==> src/rtl/dmem_arbiter.sv <==
// Arbiter sharing single-port dmemory32 between the CPU data path and the UART loader.
// Each access walks IDLE -> ISSUE -> RESP; loader has priority with a bounded CPU starvation window.
module dmem_arbiter #(
    parameter int ADDR_W   = 14,
    parameter int DATA_W   = 32,
    parameter int MAX_HOLD = 3
) (
    input  logic              clock,
    input  logic              reset,
    input  logic              boot_mode,
    input  logic              cpu_req,
    input  logic              cpu_we,
    input  logic [ADDR_W-1:0] cpu_addr,
    input  logic [DATA_W-1:0] cpu_wdata,
    output logic              cpu_ack,
    output logic [DATA_W-1:0] cpu_rdata,
    output logic              cpu_stall,
    input  logic              ld_req,
    input  logic [ADDR_W-1:0] ld_addr,
    input  logic [DATA_W-1:0] ld_wdata,
    output logic              ld_ack,
    output logic              mem_we,
    output logic [ADDR_W-1:0] mem_addr,
    output logic [DATA_W-1:0] mem_wdata,
    input  logic [DATA_W-1:0] mem_rdata,
    output logic              owner
);

    typedef enum logic [1:0] {IDLE, ISSUE, RESP} state_t;

    localparam logic [3:0] HOLD_MAX = 4'(MAX_HOLD);

    state_t            state_q, state_d;
    logic              mem_we_q, mem_we_d;
    logic [ADDR_W-1:0] addr_q, addr_d;
    logic [DATA_W-1:0] wdata_q, wdata_d;
    logic              owner_q, owner_d;
    logic              op_we_q, op_we_d;
    logic [3:0]        hold_q, hold_d;
    logic [DATA_W-1:0] rdata_q, rdata_d;
    logic              e_cpu, e_ld;

    assign e_cpu = cpu_req & ~boot_mode;
    assign e_ld  = ld_req;

    always_comb begin
        state_d  = state_q;
        mem_we_d = mem_we_q;
        addr_d   = addr_q;
        wdata_d  = wdata_q;
        owner_d  = owner_q;
        op_we_d  = op_we_q;
        hold_d   = hold_q;
        rdata_d  = rdata_q;
        case (state_q)
            IDLE: begin
                mem_we_d = 1'b0;
                if (e_ld && (!e_cpu || hold_q != HOLD_MAX)) begin
                    state_d  = ISSUE;
                    mem_we_d = 1'b1;
                    addr_d   = ld_addr;
                    wdata_d  = ld_wdata;
                    owner_d  = 1'b1;
                    op_we_d  = 1'b1;
                    // Only contended loader wins count toward the CPU starvation bound.
                    if (!e_cpu)
                        hold_d = 4'd0;
                    else if (hold_q != HOLD_MAX)
                        hold_d = hold_q + 4'd1;
                end else if (e_cpu) begin
                    state_d  = ISSUE;
                    mem_we_d = cpu_we;
                    addr_d   = cpu_addr;
                    wdata_d  = cpu_wdata;
                    owner_d  = 1'b0;
                    op_we_d  = cpu_we;
                    hold_d   = 4'd0;
                end
            end
            ISSUE: begin
                mem_we_d = 1'b0;
                state_d  = RESP;
            end
            RESP: begin
                state_d = IDLE;
                if (!owner_q && !op_we_q)
                    rdata_d = mem_rdata;
            end
            default: state_d = IDLE;
        endcase
    end

    always_ff @(posedge clock or negedge reset) begin
        if (!reset) begin
            state_q  <= IDLE;
            mem_we_q <= 1'b0;
            addr_q   <= '0;
            wdata_q  <= '0;
            owner_q  <= 1'b0;
            op_we_q  <= 1'b0;
            hold_q   <= 4'd0;
            rdata_q  <= '0;
        end else begin
            state_q  <= state_d;
            mem_we_q <= mem_we_d;
            addr_q   <= addr_d;
            wdata_q  <= wdata_d;
            owner_q  <= owner_d;
            op_we_q  <= op_we_d;
            hold_q   <= hold_d;
            rdata_q  <= rdata_d;
        end
    end

    // Read data is forwarded straight from memory in RESP so the CPU sees it with its ack.
    assign cpu_ack   = (state_q == RESP) && !owner_q;
    assign ld_ack    = (state_q == RESP) && owner_q;
    assign cpu_rdata = (cpu_ack && !op_we_q) ? mem_rdata : rdata_q;
    assign cpu_stall = cpu_req & ~cpu_ack;
    assign mem_we    = mem_we_q;
    assign mem_addr  = addr_q;
    assign mem_wdata = wdata_q;
    assign owner     = owner_q;

endmodule

==> config.mk <==
export PLATFORM = sky130hd
export DESIGN_NAME = dmem_arbiter
export DESIGN_NICKNAME = d
export VERILOG_FILES = /design/src/rtl/dmem_arbiter.sv
export SDC_FILE = /design/constraint.sdc
export NUM_CORES = 1
export LEC_CHECK = 0
export BUFFER_PORTS_ARGS = -buffer_cell sky130_fd_sc_hd__buf_2
export CAP_MARGIN = 20
export CORE_MARGIN = 2
export CORE_UTILIZATION = 41
export CTS_CLUSTER_SIZE = 12
export DETAILED_ROUTE_END_ITERATION = 8
export GPL_TIMING_DRIVEN = 0
export HOLD_SLACK_MARGIN = 0.02
export PLACE_DENSITY = 0.7
export SLEW_MARGIN = 20
export SYNTH_ARGS = -nofsm -noshare
export SYNTH_HDL_FRONTEND = slang
export SYNTH_SLANG_ARGS = --single-unit
==> constraint.sdc <==
create_clock -name clock -period 2.2 [get_ports clock]
set_clock_uncertainty 0.1 [all_clocks]
set_input_delay 0.33 -clock clock [delete_from_list [all_inputs] [get_ports clock]]
set_output_delay 0.33 -clock clock [all_outputs]
set_load 0.02 [all_outputs]
# Word-level counts from Yosys, hierarchy flattened
# Cells that the tools add are included.
[op_classes]
n_addsub = 1
eq_ne = 5
mux = 19
bitwise_logic = 4
reduce_logical = 15
[op_table]
columns = ["cell", "n"]
rows = [
  ["$mux 32", 3],
  ["$mux 14", 2],
  ["$mux 4", 4],
  ["$mux 1", 6],
  ["$ne 3x3->1 const B", 2],
  ["$logic_and 1x1->1", 5],
  ["$add 4x1->4 const B", 1],
  ["$mux 2", 2],
  ["$ne 4x2->1 const B", 1],
  ["$pmux 2 s2", 1],
  ["$reduce_and 2->1", 2],
  ["$reduce_bool 2->1", 2],
  ["$logic_not 1->1", 3],
  ["$reduce_and 3->1", 1],
  ["$and 1x1->1", 2],
  ["$eq 2x1->1 const B", 1],
  ["$eq 2x2->1 const B", 1],
  ["$logic_not 2->1", 1],
  ["$not 1->1", 2],
  ["$pmux 1 s2", 1],
  ["$logic_or 1x1->1", 1],
]
[totals]
regBits = 87
input_bits = 130
out_inout_bits = 83
word_cells = 52

# Longest topological paths before layout
[logic_depth]
ltp_word = 7
mapped_depth = 8
depth_no_buf = 5

# Least setup slack after synthesis
# OpenSTA, ideal clock, no wires.
[synth_path]
kind = "register to output"
start = "register owner_q, in the netlist owner"
end = "output cpu_rdata[0]"
arrival_time_ns = 1.738
required_ns = 1.770
path_slack_ns = 0.032
path_stages_with_launch = 6
path_buffers = 2
path_cell_list = "dfrtp_1 nor3b_4 and2b_4 buf_12 buf_12 mux2_1"
[synth_via]
elab_chain_len = 4
[synth_lines]
columns = ["element", "line_no", "text"]
rows = [
  ["start: declaration", "37", "logic owner_q, owner_d;"],
  ["start signal: assignment", "108", "owner_q <= owner_d;"],
  ["$logic_not 1->1", "116", "assign cpu_ack = (state_q == RESP) && !owner_q;"],
  ["$logic_and 1x1->1", "116", ""],
  ["named net cpu_ack", "15", "output logic cpu_ack,"],
  ["$logic_and 1x1->1", "118", "assign cpu_rdata = (cpu_ack && !op_we_q) ? mem_rdata : rdata_q;"],
  ["$mux 32", "118", ""],
  ["end: declaration", "16", "output logic [DATA_W-1:0] cpu_rdata,"],
]
# The timed path passes the listed nets, and every way through them passes these cells.

# Worst setup path in the final report
[layout_path]
start = "register state_q[0]"
end = "output cpu_rdata[19]"
[layout_via]
elab_chain_len = 4
[layout_lines]
columns = ["element", "line_no", "text"]
rows = [
  ["start: declaration", "33", "state_t state_q, state_d;"],
  ["start signal: assignment", "104", "state_q <= state_d;"],
  ["$eq 2x2->1", "116", ""],
  ["$logic_and 1x1->1", "116", ""],
  ["$logic_and 1x1->1", "118", ""],
  ["$mux 32", "118", ""],
]
# Every way passes these cells.

==> results.cfg <==
[placement]
placedCellCount = 938
dp_slack_ns = 0.0550
hpwl_mm = 11.8
io_buffers = 212
gp_congestion = 0.936

[timing]
worst_slew_pin_slew_ns = 0.548
tns_ns = -4.07
drv_slew = 0
worst_slack_ns = -0.155
hold_slack_ns = 0.140
setup_viol = 32
min_period_ns = 2.36
max_slew_margin = 0.635
finalHoldViolations = 0
period_share = 1.07
clock.fmax_mhz = 425
rsz0062_at_grt = yes

[logic_synthesis]
yosysSeqAreaShare = 0.422
synth_compound_area_frac = 0.169
synth_top_family_by_area = multiplexers
synth-edff-count = 0
synthCells = 557
yosys.area_share.xor_xnor = 0
synthAdderAreaFrac = 0.00242
synthArstFlopShare = 1.00
syn-num-nets = 688
synthFlopType = dfrtp_1
synth_simple_gate_area_frac = 0.161
synth_cell_types = 33
yosys_warnings = 0
synth-seq-cells = 87
syn_area_sq_um = 5160
postSynthAreaPerCell_sq_um = 9.27
synth.area.mux_share = 0.181

[final_layout]
drive_above_1_share = 0.422
seq_area_sq_um = 2180
area_delta_synth_final_pct = 39.0
layout.nets = 927
stdcell_count = 969
insertedDiodeCount = 0
multi_input_area_sq_um = 2670
fillers = 1080
fin_util = 0.590

[critical_path]
critPathLaunchType = register
endpoint = cpu_rdata[19]
setup.worst_path.start = state_q[0]
reg2reg_depth = 7
path_class = reg2out
r2r_slack_ns = 0.21
cp.arrival_ns = 1.93
crit_path_end_kind = primary output
cp.required_ns = 1.77
r2r-end = mem_wdata[28]
reg2reg_from = hold_q[0]
worstPathMaxFanout = 5

[global_route]
grt_busiest_layer = met2
met1_usage = 0.297
grt_pass1_vias = 5167
grt_usage = 0.237
grt_pass1_wl_mm = 25.1
grt_use_met3 = 0.0483
antenna_found_initial = 0
use_met2 = 0.397
grt_max_degree = 50
overflow = 0

[cts]
path_clk_slew_ns = 0.06
clock_latency_ns = 0.34
cts_sinks = 87
clock_path_buffers = 2
clockRootBuffer = clkbuf_16
htreeDepth = 3
cts_made_buffers = 9
cts_tree = done

[drt]
viasPerCell = 5.44
ant_nets = 0
wl_per_cell_um = 17.3
num_vias = 5272
drt_wl_total_mm = 16.7
drtPass1Iterations = 5
drc_errors = 0
drt_iter0_markers = 306

[die]
dieHeight_um = 116
rows = 40
die_area_sq_um = 13500
core_sq_um = 12200
start_util = 0.425
io_pins = 213
die_w_um = 116

[worst_hold_path]
hold_path.class = in2reg

[flow_run]
max_cap_violations = 0

[pwr]
power_density_nw_per_um2 = 1170
p_leak_uw = 0.00351
peakVddDrop_mv = 0.582

[run_status]
failed_checks = negative setup slack
status = complete, but fails checks
## state kept, by name (all words and copies together) (netlist names)
signal / flops
mem_wdata: 32
rdata_q: 32
mem_addr: 14
hold_q: 4
state_q: 2
mem_we: 1
op_we_q: 1
owner: 1
## cells in the mapped netlist (2+ instances only)
| library cell | count | area share |
|---|---|---|
| buf_2 | 21 | 0.020 |
| o21ai_0 | 3 | 0.0029 |
| buf_12 | 7 | 0.027 |
| inv_1 | 2 | 0.0015 |
| nor2_1 | 140 | 0.10 |
| nor3_1 | 2 | 0.0019 |
| nor2b_1 | 2 | 0.0024 |
| a31oi_1 | 92 | 0.11 |
| nand2_1 | 50 | 0.036 |
| mux2_4 | 54 | 0.16 |
| a21oi_1 | 48 | 0.047 |
| mux2_1 | 11 | 0.024 |
| clkbuf_1 | 19 | 0.014 |
| dfrtp_1 | 87 | 0.42 |
## cells in the final DEF, fill, tap and decap left out, types with 7 or more instances in the layout
cell / count
nor2_1: 140
buf_4: 12
dfrtp_1: 84
a31oi_1: 92
mux2_4: 58
nand2_1: 50
buf_12: 7
buf_2: 200
clkbuf_16: 13
a21oi_1: 48
clkbuf_1: 20
buf_6: 32
mux2_1: 7
## kinds of logic (layout without fill, tap and decap cells)
logic type	count (synthesis)	in the layout
AO/OA/AOI/OAI	148	148
buffers and inverters	51	295
adder cells (fa/ha/maj)	1	1
multiplexers	65	65
flip-flops	87	87
AND/OR/NAND/NOR	205	205
## where the power goes
part           total (uW)  switching [uW]  internal (uW)
clock network        1580             614            970
registers            2700             407           2290
logic                4120            2220           1890
total                8400            3240           5150
## how the worst min path moves through the flow
| stage | start | to | slack, ns | cells past startpoint |
|---|---|---|---|---|
| 6_report | mem_rdata[2] | rdata_q[2] | 0.14 | 2 |
| 2_1_floorplan | reset | hold_q[0] | -0.07 | 0 |
| 5_1_grt | mem_rdata[14] | rdata_q[14] | 0.14 | 2 |
| 4_1_cts | mem_rdata[31] | rdata_q[31] | 0.12 | 2 |
| 3_5_place_dp | reset | rdata_q[23] | 0.25 | 1 |
| 3_3_place_gp | rdata_q[0] | rdata_q[0] | 0.36 | 1 |
## critical path, stage by stage, from the launching register on
cell       delay, ns
dfrtp_2         0.42
nor3b_4         0.21
and2b_4         0.21
buf_12          0.14
clkbuf_16       0.15
mux2_4          0.31
buf_6           0.13
## final cells by class
| type | instances | area share |
|---|---|---|
| Timing Repair Buffer | 228 | 0.206 |
| Sequential cell | 87 | 0.304 |
| Clock buffer | 13 | 0.0376 |
| Multi-Input combinational cell | 419 | 0.371 |
| Clock inverter | 3 | 0.00558 |
| Buffer | 48 | 0.0451 |
| Inverter | 3 | 0.00157 |
| Tap cell | 168 | 0.0293 |
## through the flow
stage	total power, uW	area, sq um
finish	8400	7180
floorplan	5100	5160
global route	8880	7180
global placement	6270	6430
CTS	8120	6910
detailed placement	6370	6460
## metal layers
metal | part of all wire | wire length [um]
met1 | 0.41 | 6800
met2 | 0.49 | 8270
met3 | 0.074 | 1240
met4 | 0.025 | 425
met5 | 0 | 0
## what timing repair did
action	CTS	global route
resized for setup	19	53
hold buffers	1	0
setup buffers	9	1
endpoints found under the setup margin	32	32
endpoints found under the hold margin	38	0
pin swaps	1	1
cloned	0	4
No activity file was read; power rests on OpenSTA's default activity.
